## config.mk

```make
export PLATFORM = sky130hd
export DESIGN_NAME = silife_grid_dumper_flat
export DESIGN_NICKNAME = d
export VERILOG_FILES = /design/src/rtl/silife_pkg.sv /design/src/rtl/silife_grid_dumper_if.sv /design/src/rtl/silife_buf_reg.sv /design/src/rtl/silife_row_shifter.sv /design/src/rtl/silife_grid_dumper.sv /design/src/flat_wrapper.sv
export SDC_FILE = /design/constraint.sdc
export NUM_CORES = 1
export LEC_CHECK = 0
export CAP_MARGIN = 20
export CELL_PAD_IN_SITES_DETAIL_PLACEMENT = 0
export CELL_PAD_IN_SITES_GLOBAL_PLACEMENT = 1
export CORE_AREA = 10 10 125 127
export CTS_CLUSTER_DIAMETER = 80
export DETAILED_ROUTE_END_ITERATION = 12
export DIE_AREA = 0 0 135 137
export PLACE_DENSITY = 0.6
export REMOVE_ABC_BUFFERS = 1
export SLEW_MARGIN = 20
export SYNTH_ARGS = -nofsm -noshare
export SYNTH_HDL_FRONTEND = slang
export SYNTH_SLANG_ARGS = --single-unit
export TNS_END_PERCENT = 20
```

## constraint.sdc

```tcl
create_clock -name clk -period 2.22 [get_ports clk]
set_input_delay 0.444 -clock clk [delete_from_list [all_inputs] [get_ports clk]]
set_output_delay 0.444 -clock clk [all_outputs]
set_load 0.02 [all_outputs]
```

## src/rtl/silife_pkg.sv

```systemverilog
// Shared silife definitions: dump FSM states, segment and row address widths.
// SEG_BROADCAST is common to the grid loader and the grid dumper.
package silife_pkg;

    localparam int SEG_BITS      = 15;
    localparam int ROW_ADDR_BITS = 16;

    localparam logic [SEG_BITS-1:0] SEG_BROADCAST = 15'h7fff;

    typedef enum logic [2:0] {
        DumpIdle,
        DumpSegAddr,
        DumpRowAddr,
        DumpFetch,
        DumpData
    } dump_state_e;

endpackage

```

## src/rtl/silife_grid_dumper_if.sv

```systemverilog
// Serial dump pin set: host drives cs/clk/data and the upstream chain,
// the segment drives the miso output towards the host.
interface silife_grid_dumper_if;

    logic i_dump_cs;
    logic i_dump_clk;
    logic i_dump_data;
    logic i_dump_chain;
    logic o_dump_data;

    modport master (
        output i_dump_cs, i_dump_clk, i_dump_data, i_dump_chain,
        input  o_dump_data
    );

    modport slave (
        input  i_dump_cs, i_dump_clk, i_dump_data, i_dump_chain,
        output o_dump_data
    );

endinterface

```

## src/rtl/silife_buf_reg.sv

```systemverilog
// Two-flop synchroniser for an asynchronous input.
// DEFAULT is the value presented while reset is held.
module silife_buf_reg #(
    parameter bit DEFAULT = 1'b0
) (
    input  logic clk,
    input  logic reset,
    input  logic d,
    output logic q
);

    logic [1:0] sync_q, sync_d;

    // shift the async input through two capture stages
    always_comb sync_d = {sync_q[0], d};

    // capture register
    always_ff @(posedge clk) begin
        if (reset) sync_q <= {2{DEFAULT}};
        else       sync_q <= sync_d;
    end

    assign q = sync_q[1];

endmodule

```

## src/rtl/silife_row_shifter.sv

```systemverilog
// Snapshot shift register for one grid row, MSB (cell WIDTH-1) out first.
// SILIFE_DUMP_PARITY_EN: even parity of the snapshot follows cell 0.
module silife_row_shifter #(
    parameter int WIDTH = 32
) (
    input  logic             clk,
    input  logic             reset,
    input  logic             clear,
    input  logic             load,
    input  logic             shift,
    input  logic [WIDTH-1:0] word,
    output logic             msb
);

    logic [WIDTH-1:0] shift_q, shift_d;
    logic             fill;

`ifdef SILIFE_DUMP_PARITY_EN
    logic parity_q, parity_d;

    // parity of the snapshot is shifted in behind the cells
    always_comb begin
        parity_d = parity_q;
        if (clear)     parity_d = 1'b0;
        else if (load) parity_d = ^word;
    end

    // parity register
    always_ff @(posedge clk) begin
        if (reset) parity_q <= 1'b0;
        else       parity_q <= parity_d;
    end

    assign fill = parity_q;
`else
    assign fill = 1'b0;
`endif

    // load a row snapshot or shift it towards the output
    always_comb begin
        shift_d = shift_q;
        if (clear)      shift_d = '0;
        else if (load)  shift_d = word;
        else if (shift) shift_d = {shift_q[WIDTH-2:0], fill};
    end

    // shift register
    always_ff @(posedge clk) begin
        if (reset) shift_q <= '0;
        else       shift_q <= shift_d;
    end

    assign msb = shift_q[WIDTH-1];

endmodule

```

## src/rtl/silife_grid_dumper.sv

```systemverilog
// Grid read-back: address frame in, row-by-row cell stream out on miso.
// SILIFE_DUMP_PARITY_EN appends an even-parity bit to every row.
module silife_grid_dumper
    import silife_pkg::*;
#(
    parameter  int WIDTH    = 32,
    parameter  int HEIGHT   = 32,
    localparam int ROW_BITS = $clog2(HEIGHT)
) (
    input  logic                clk,
    input  logic                reset,
    silife_grid_dumper_if.slave dump,
    input  logic [SEG_BITS-1:0] i_local_address,
    output logic [ROW_BITS-1:0] o_row_select,
    input  logic [WIDTH-1:0]    i_row_cells,
    output logic                o_selected
);

    localparam int CNT_BITS = $clog2(WIDTH + ROW_ADDR_BITS);
`ifdef SILIFE_DUMP_PARITY_EN
    localparam logic [CNT_BITS-1:0] LAST_BIT = CNT_BITS'(WIDTH);
`else
    localparam logic [CNT_BITS-1:0] LAST_BIT = CNT_BITS'(WIDTH - 1);
`endif

    logic cs_s, clk_s, data_s, rise, msb, load, shift;
    logic clk_past_q, clk_past_d;

    dump_state_e         state_q, state_d;
    logic [CNT_BITS-1:0] cnt_q, cnt_d;
    logic [SEG_BITS-1:0] seg_q, seg_d;
    logic [ROW_BITS-1:0] row_q, row_d;
    logic [ROW_BITS-1:0] row_sel_q, row_sel_d;

    silife_buf_reg #(.DEFAULT(1'b1)) u_sync_cs (
        .clk(clk), .reset(reset), .d(dump.i_dump_cs), .q(cs_s));
    silife_buf_reg #(.DEFAULT(1'b0)) u_sync_clk (
        .clk(clk), .reset(reset), .d(dump.i_dump_clk), .q(clk_s));
    silife_buf_reg #(.DEFAULT(1'b0)) u_sync_data (
        .clk(clk), .reset(reset), .d(dump.i_dump_data), .q(data_s));

    silife_row_shifter #(.WIDTH(WIDTH)) u_shifter (
        .clk(clk), .reset(reset), .clear(cs_s), .load(load),
        .shift(shift), .word(i_row_cells), .msb(msb));

    assign clk_past_d = clk_s;
    assign rise       = clk_s & ~clk_past_q;

    // frame sequencing: address capture, row fetch, bit streaming
    always_comb begin
        state_d   = state_q;
        cnt_d     = cnt_q;
        seg_d     = seg_q;
        row_d     = row_q;
        row_sel_d = row_sel_q;
        load      = 1'b0;
        shift     = 1'b0;
        if (cs_s) begin
            state_d   = DumpIdle;
            cnt_d     = '0;
            seg_d     = '0;
            row_d     = '0;
            row_sel_d = '0;
        end else begin
            unique case (state_q)
                DumpIdle: begin
                    state_d = DumpSegAddr;
                    cnt_d   = CNT_BITS'(SEG_BITS - 1);
                end
                DumpSegAddr: if (rise) begin
                    seg_d[cnt_q[3:0]] = data_s;
                    if (cnt_q == '0) begin
                        state_d = DumpRowAddr;
                        cnt_d   = CNT_BITS'(ROW_ADDR_BITS - 1);
                    end else begin
                        cnt_d = cnt_q - CNT_BITS'(1);
                    end
                end
                DumpRowAddr: if (rise) begin
                    for (int i = 0; i < ROW_BITS; i++)
                        if (int'(cnt_q) == ROW_ADDR_BITS - 1 - i)
                            row_d[i] = data_s;
                    if (cnt_q == '0) state_d = DumpFetch;
                    else             cnt_d   = cnt_q - CNT_BITS'(1);
                end
                DumpFetch: begin
                    // first cycle presents the row, second takes the snapshot
                    if (cnt_q == '0) begin
                        row_sel_d = row_q;
                        cnt_d     = CNT_BITS'(1);
                    end else begin
                        load    = 1'b1;
                        cnt_d   = LAST_BIT;
                        state_d = DumpData;
                    end
                end
                DumpData: if (rise) begin
                    if (cnt_q == '0) begin
                        row_d   = row_q + ROW_BITS'(1);
                        state_d = DumpFetch;
                    end else begin
                        shift = 1'b1;
                        cnt_d = cnt_q - CNT_BITS'(1);
                    end
                end
                default: state_d = DumpIdle;
            endcase
        end
    end

    // state and counter registers
    always_ff @(posedge clk) begin
        if (reset) begin
            state_q    <= DumpIdle;
            cnt_q      <= '0;
            seg_q      <= '0;
            row_q      <= '0;
            row_sel_q  <= '0;
            clk_past_q <= 1'b0;
        end else begin
            state_q    <= state_d;
            cnt_q      <= cnt_d;
            seg_q      <= seg_d;
            row_q      <= row_d;
            row_sel_q  <= row_sel_d;
            clk_past_q <= clk_past_d;
        end
    end

    // broadcast address never reads, so two segments never fight the bus
    assign o_selected = (seg_q == i_local_address) && (seg_q != SEG_BROADCAST)
                        && (state_q == DumpData);
    assign o_row_select     = row_sel_q;
    assign dump.o_dump_data = o_selected ? msb : dump.i_dump_chain;

endmodule
```

## src/flat_wrapper.sv

```systemverilog
// flat-port wrapper written by rule: the top's interface ports become plain ports
module silife_grid_dumper_flat import silife_pkg::*;
#(
    parameter  int WIDTH    = 32,
    parameter  int HEIGHT   = 32,
    localparam int ROW_BITS = $clog2(HEIGHT)
)
  (clk, reset, i_local_address, o_row_select, i_row_cells, o_selected, dump_i_dump_cs, dump_i_dump_clk, dump_i_dump_data, dump_i_dump_chain, dump_o_dump_data);
  silife_grid_dumper_if dump_i ();
  input  logic clk;
  input  logic reset;
  input  logic [SEG_BITS-1:0] i_local_address;
  output logic [ROW_BITS-1:0] o_row_select;
  input  logic [WIDTH-1:0] i_row_cells;
  output logic o_selected;
  input wire logic [$bits(dump_i.i_dump_cs)-1:0] dump_i_dump_cs;
  input wire logic [$bits(dump_i.i_dump_clk)-1:0] dump_i_dump_clk;
  input wire logic [$bits(dump_i.i_dump_data)-1:0] dump_i_dump_data;
  input wire logic [$bits(dump_i.i_dump_chain)-1:0] dump_i_dump_chain;
  output wire logic [$bits(dump_i.o_dump_data)-1:0] dump_o_dump_data;
  assign dump_i.i_dump_cs = dump_i_dump_cs;
  assign dump_i.i_dump_clk = dump_i_dump_clk;
  assign dump_i.i_dump_data = dump_i_dump_data;
  assign dump_i.i_dump_chain = dump_i_dump_chain;
  assign dump_o_dump_data = dump_i.o_dump_data;
  silife_grid_dumper #(.WIDTH(WIDTH), .HEIGHT(HEIGHT)) u_core (.clk(clk), .reset(reset), .dump(dump_i), .i_local_address(i_local_address), .o_row_select(o_row_select), .i_row_cells(i_row_cells), .o_selected(o_selected));
endmodule
```

==> impl_metrics.yaml <==
clocking:
  clock_sinks: 73
  clkTransAtPathRegs_ns: 0.06
  cts_buffers: 9
  h-tree-depth: 3
  cts_tree: "yes"
  clk_latency_ns: 0.33
  clockBufferDepth: 2
  ctsRootBufferMaster: "clkbuf_16"
sta:
  setup-violations-final: 2
  tns_ns: -0.278
  slew_viol_final: 0
  min_period_ns: 2.47
  final_hold_viol_count: 0
  min_period_over_period: 1.11
  finalWorstSetupSlack_ns: -0.250
  fin_skew_ns: 0.00678
  slew_headroom: 0.678
  fmax_ghz: 0.405
  tightestPinTransition_ns: 0.484
  rsz0062_at_grt: "true"
floorplan:
  core_area_um2: 13100
  dieArea_um2: 18500
  die_h_um: 137
  pin_count: 60
  die_w_um: 135
  start_util: 0.276
  rows: 42
synth:
  synth_compound_area_frac: 0.229
  synth_top_area_frac: 0.404
  synthTopCellsByArea: "dfxtp_1 (40%), a21oi_1 (7.2%), a22oi_1 (6.6%)"
  synth_edf_count: 0
  synth_top_family_by_area: "compound AO/OA/AOI/OAI gates"
  synth-seq-cells: 73
  synthesis.instances: 426
  synth_common_cells: "dfxtp_1 (73), a21oi_1 (52), nand2_1 (51), a22oi_1 (32), nor2_1 (30)"
  yosysTopAreaCell: "dfxtp_1"
  yosysWarnings: 0
  synthAdderAreaFrac: 0.0173
  synth-main-ff-cell: "dfxtp_1"
  synthMuxAreaShare: 0.0533
  syn_area_per_cell_um2: 8.49
  synthSimpleGateAreaFrac: 0.214
  synth_most_common_cell: "dfxtp_1"
  synthXorXnorAreaFrac: 0.0412
  async_flop_share: 0
  synth_area_um2: 3610
  yosysUniqueCellTypes: 52
  synth-seq-area-share: 0.404
route:
  vias: 3377
  drtIter0Drc: 170
  drtPass1Iterations: 4
  wirelength_mm: 10.1
  remaining_drc_errors: 0
  antenna_left: 0
  routed_via_density: 4.88
  wl_per_cell_um: 14.6
status:
  violations: "negative setup slack"
  status: "finished, violations left"
global_routing:
  grt_pass1_vias: 3359
  busiest_layer: "met2"
  grt_first_pass_wirelength_mm: 16.7
  grt.met3_usage: 0.0440
  grtUsageMet1: 0.145
  antenna_found_initial: 0
  grt_overflow: 0
  grt_usage: 0.111
  met2_usage: 0.168
  grt_max_degree: 33
placement:
  gp_congestion: 0.811
  port_buffers: 59
  post-place-cells: 671
  dp_hpwl_mm: 7.21
setup_path:
  critPathBufInv: 3
  crit_cells: 7
  critPathKind: "in -> out"
  cp_max_fo: 2
  cp-start-kind: "primary input"
  reg2reg_depth: 9
  critPathTopFamily: "buffers and inverters"
  crit_required_ns: 1.78
  cp_slowest_cell: "clkdlybuf4s50_1"
  crit_path_end_kind: "primary output"
  cp_slowest_stage_delay_ns: 0.51
  arrival_ns: 2.03
  cp_cell_sequence: "clkdlybuf4s50_1, xnor2_2, nand4_1, nor4_2, buf_4, mux2_4, buf_6"
cells_and_area:
  final_util: 0.387
  diodes: 0
  fillers: 1333
  area_growth_pct: 40.2
  drive_gt1_frac: 0.167
  instances_no_fill: 692
  multiInputGateArea_um2: 2050
  ff_latch_area_um2: 1460
  fin_nets: 569
worst_hold_path:
  holdPathStages: 1
  hold_path.class: "reg -> reg"
power_and_ir_drop:
  ir_drop_mv: 0.436
  power_density_nw_per_um2: 616
  p_leak_nw: 1.83
run:
  max_cap_violations: 0
-- layout make-up --
cell class	instances	share of cell area
Tap cell	176	0.0434
Timing Repair Buffer	104	0.195
Clock inverter	5	0.0153
Sequential cell	73	0.289
Inverter	4	0.00296
Multi-Input combinational cell	319	0.405
Clock buffer	11	0.0499
-- worst reg2reg max path, delay by kind of cell, from the launching register on --
family	cells	cell delay (ns)
muxes	2	0.42
buffers and inverters	3	0.41
adders and majority gates	1	0.19
DFF	1	0.33
and+or+nand+nor	2	0.22
AOI/OAI and AO/OA	1	0.40
-- timing repair --
item	4_1_cts	5_1_grt
resized for setup	20	24
hold buffers	0	0
setup endpoints to repair	2	34
setup buffers	1	4
gates cloned	0	0
pin swaps	7	10
endpoints found under the hold margin	0	0
-- final timing paths --
kind | from | to | slack (ns)
hold reg to reg | u_core.u_sync_cs.sync_q[0] | u_core.u_sync_cs.sync_q[1] | 0.41
hold / removal | u_core.u_sync_cs.sync_q[0] | u_core.u_sync_cs.sync_q[1] | 0.41
setup / recovery | i_local_address[10] | dump_o_dump_data | -0.25
setup reg to reg | u_core.cnt_q[1] | u_core.u_shifter.shift_q[1] | 0.15
-- placed cells by master (no fill, tap or decap), types with 3 or more instances in the layout --
| cell type | count |
|---|---|
| dlymetal6s2s_1 | 6 |
| nand2b_1 | 3 |
| xnor2_1 | 6 |
| o21a_1 | 4 |
| nand2_1 | 51 |
| a32o_1 | 4 |
| dfxtp_1 | 71 |
| buf_12 | 3 |
| a211oi_1 | 3 |
| buf_6 | 4 |
| dlygate4sd2_1 | 5 |
| nor2_1 | 30 |
| mux2i_1 | 17 |
| clkbuf_16 | 9 |
| ha_1 | 5 |
| nor3_1 | 10 |
| nor2b_1 | 7 |
| a21o_1 | 3 |
| o21ai_0 | 8 |
| buf_4 | 39 |
| or3_1 | 3 |
| nand3_1 | 23 |
| inv_1 | 4 |
| a22oi_1 | 32 |
| clkdlybuf4s50_1 | 43 |
| a31oi_1 | 3 |
| nand4_1 | 8 |
| nor4_2 | 3 |
| xor2_1 | 8 |
| or2_2 | 3 |
| a21oi_1 | 52 |
-- flip-flops by register name, summed over array words and instances (netlist names) --
signal,flops
u_core.clk_past_q,1
u_core.cnt_q,6
u_core.o_row_select,5
u_core.row_q,5
u_core.seg_q,15
u_core.state_q,3
u_core.u_shifter.shift_q,32
u_core.u_sync_clk.sync_q,2
u_core.u_sync_cs.sync_q,2
u_core.u_sync_data.sync_q,2
-- per-stage QoR --
step / total power, mW / worst slack (ns) / area (um^2) / hold WS, ns
floorplan: 1.41 / -0.803 / 3480 / 0.389
global placement: 1.56 / -1.08 / 4620 / 0.400
detailed placement: 1.56 / -1.08 / 4620 / 0.400
CTS: 3.16 / -0.315 / 4960 / 0.413
global route: 3.25 / -0.339 / 5070 / 0.441
finish: 3.12 / -0.250 / 5070 / 0.410
-- power breakdown --
group / internal (mW) / leakage, nW / switching [mW]
registers: 1.32 / 0.590 / 0.00510
clock network: 1.04 / 0.162 / 0.547
logic: 0.126 / 1.08 / 0.0862
-- kinds of logic (layout without fill, tap and decap cells) --
| family | count (synthesis) | after routing |
|---|---|---|
| adder cells (fa/ha/maj) | 5 | 5 |
| XOR/XNOR | 17 | 17 |
| multiplexers | 19 | 19 |
| buffers and inverters | 34 | 124 |
| flip-flops | 73 | 73 |
| AO/OA/AOI/OAI | 122 | 122 |
| AND/OR/NAND/NOR | 156 | 156 |
-- layer usage --
layer  up-vias  part of all wire  wire length (um)
met4         0            0.0040                40
met5         -                 0                 0
met2        76              0.45              4570
met1      1585              0.47              4800
li1       1713                 -                 -
met3         3             0.069               701
No activity file was read; power rests on OpenSTA's default activity.
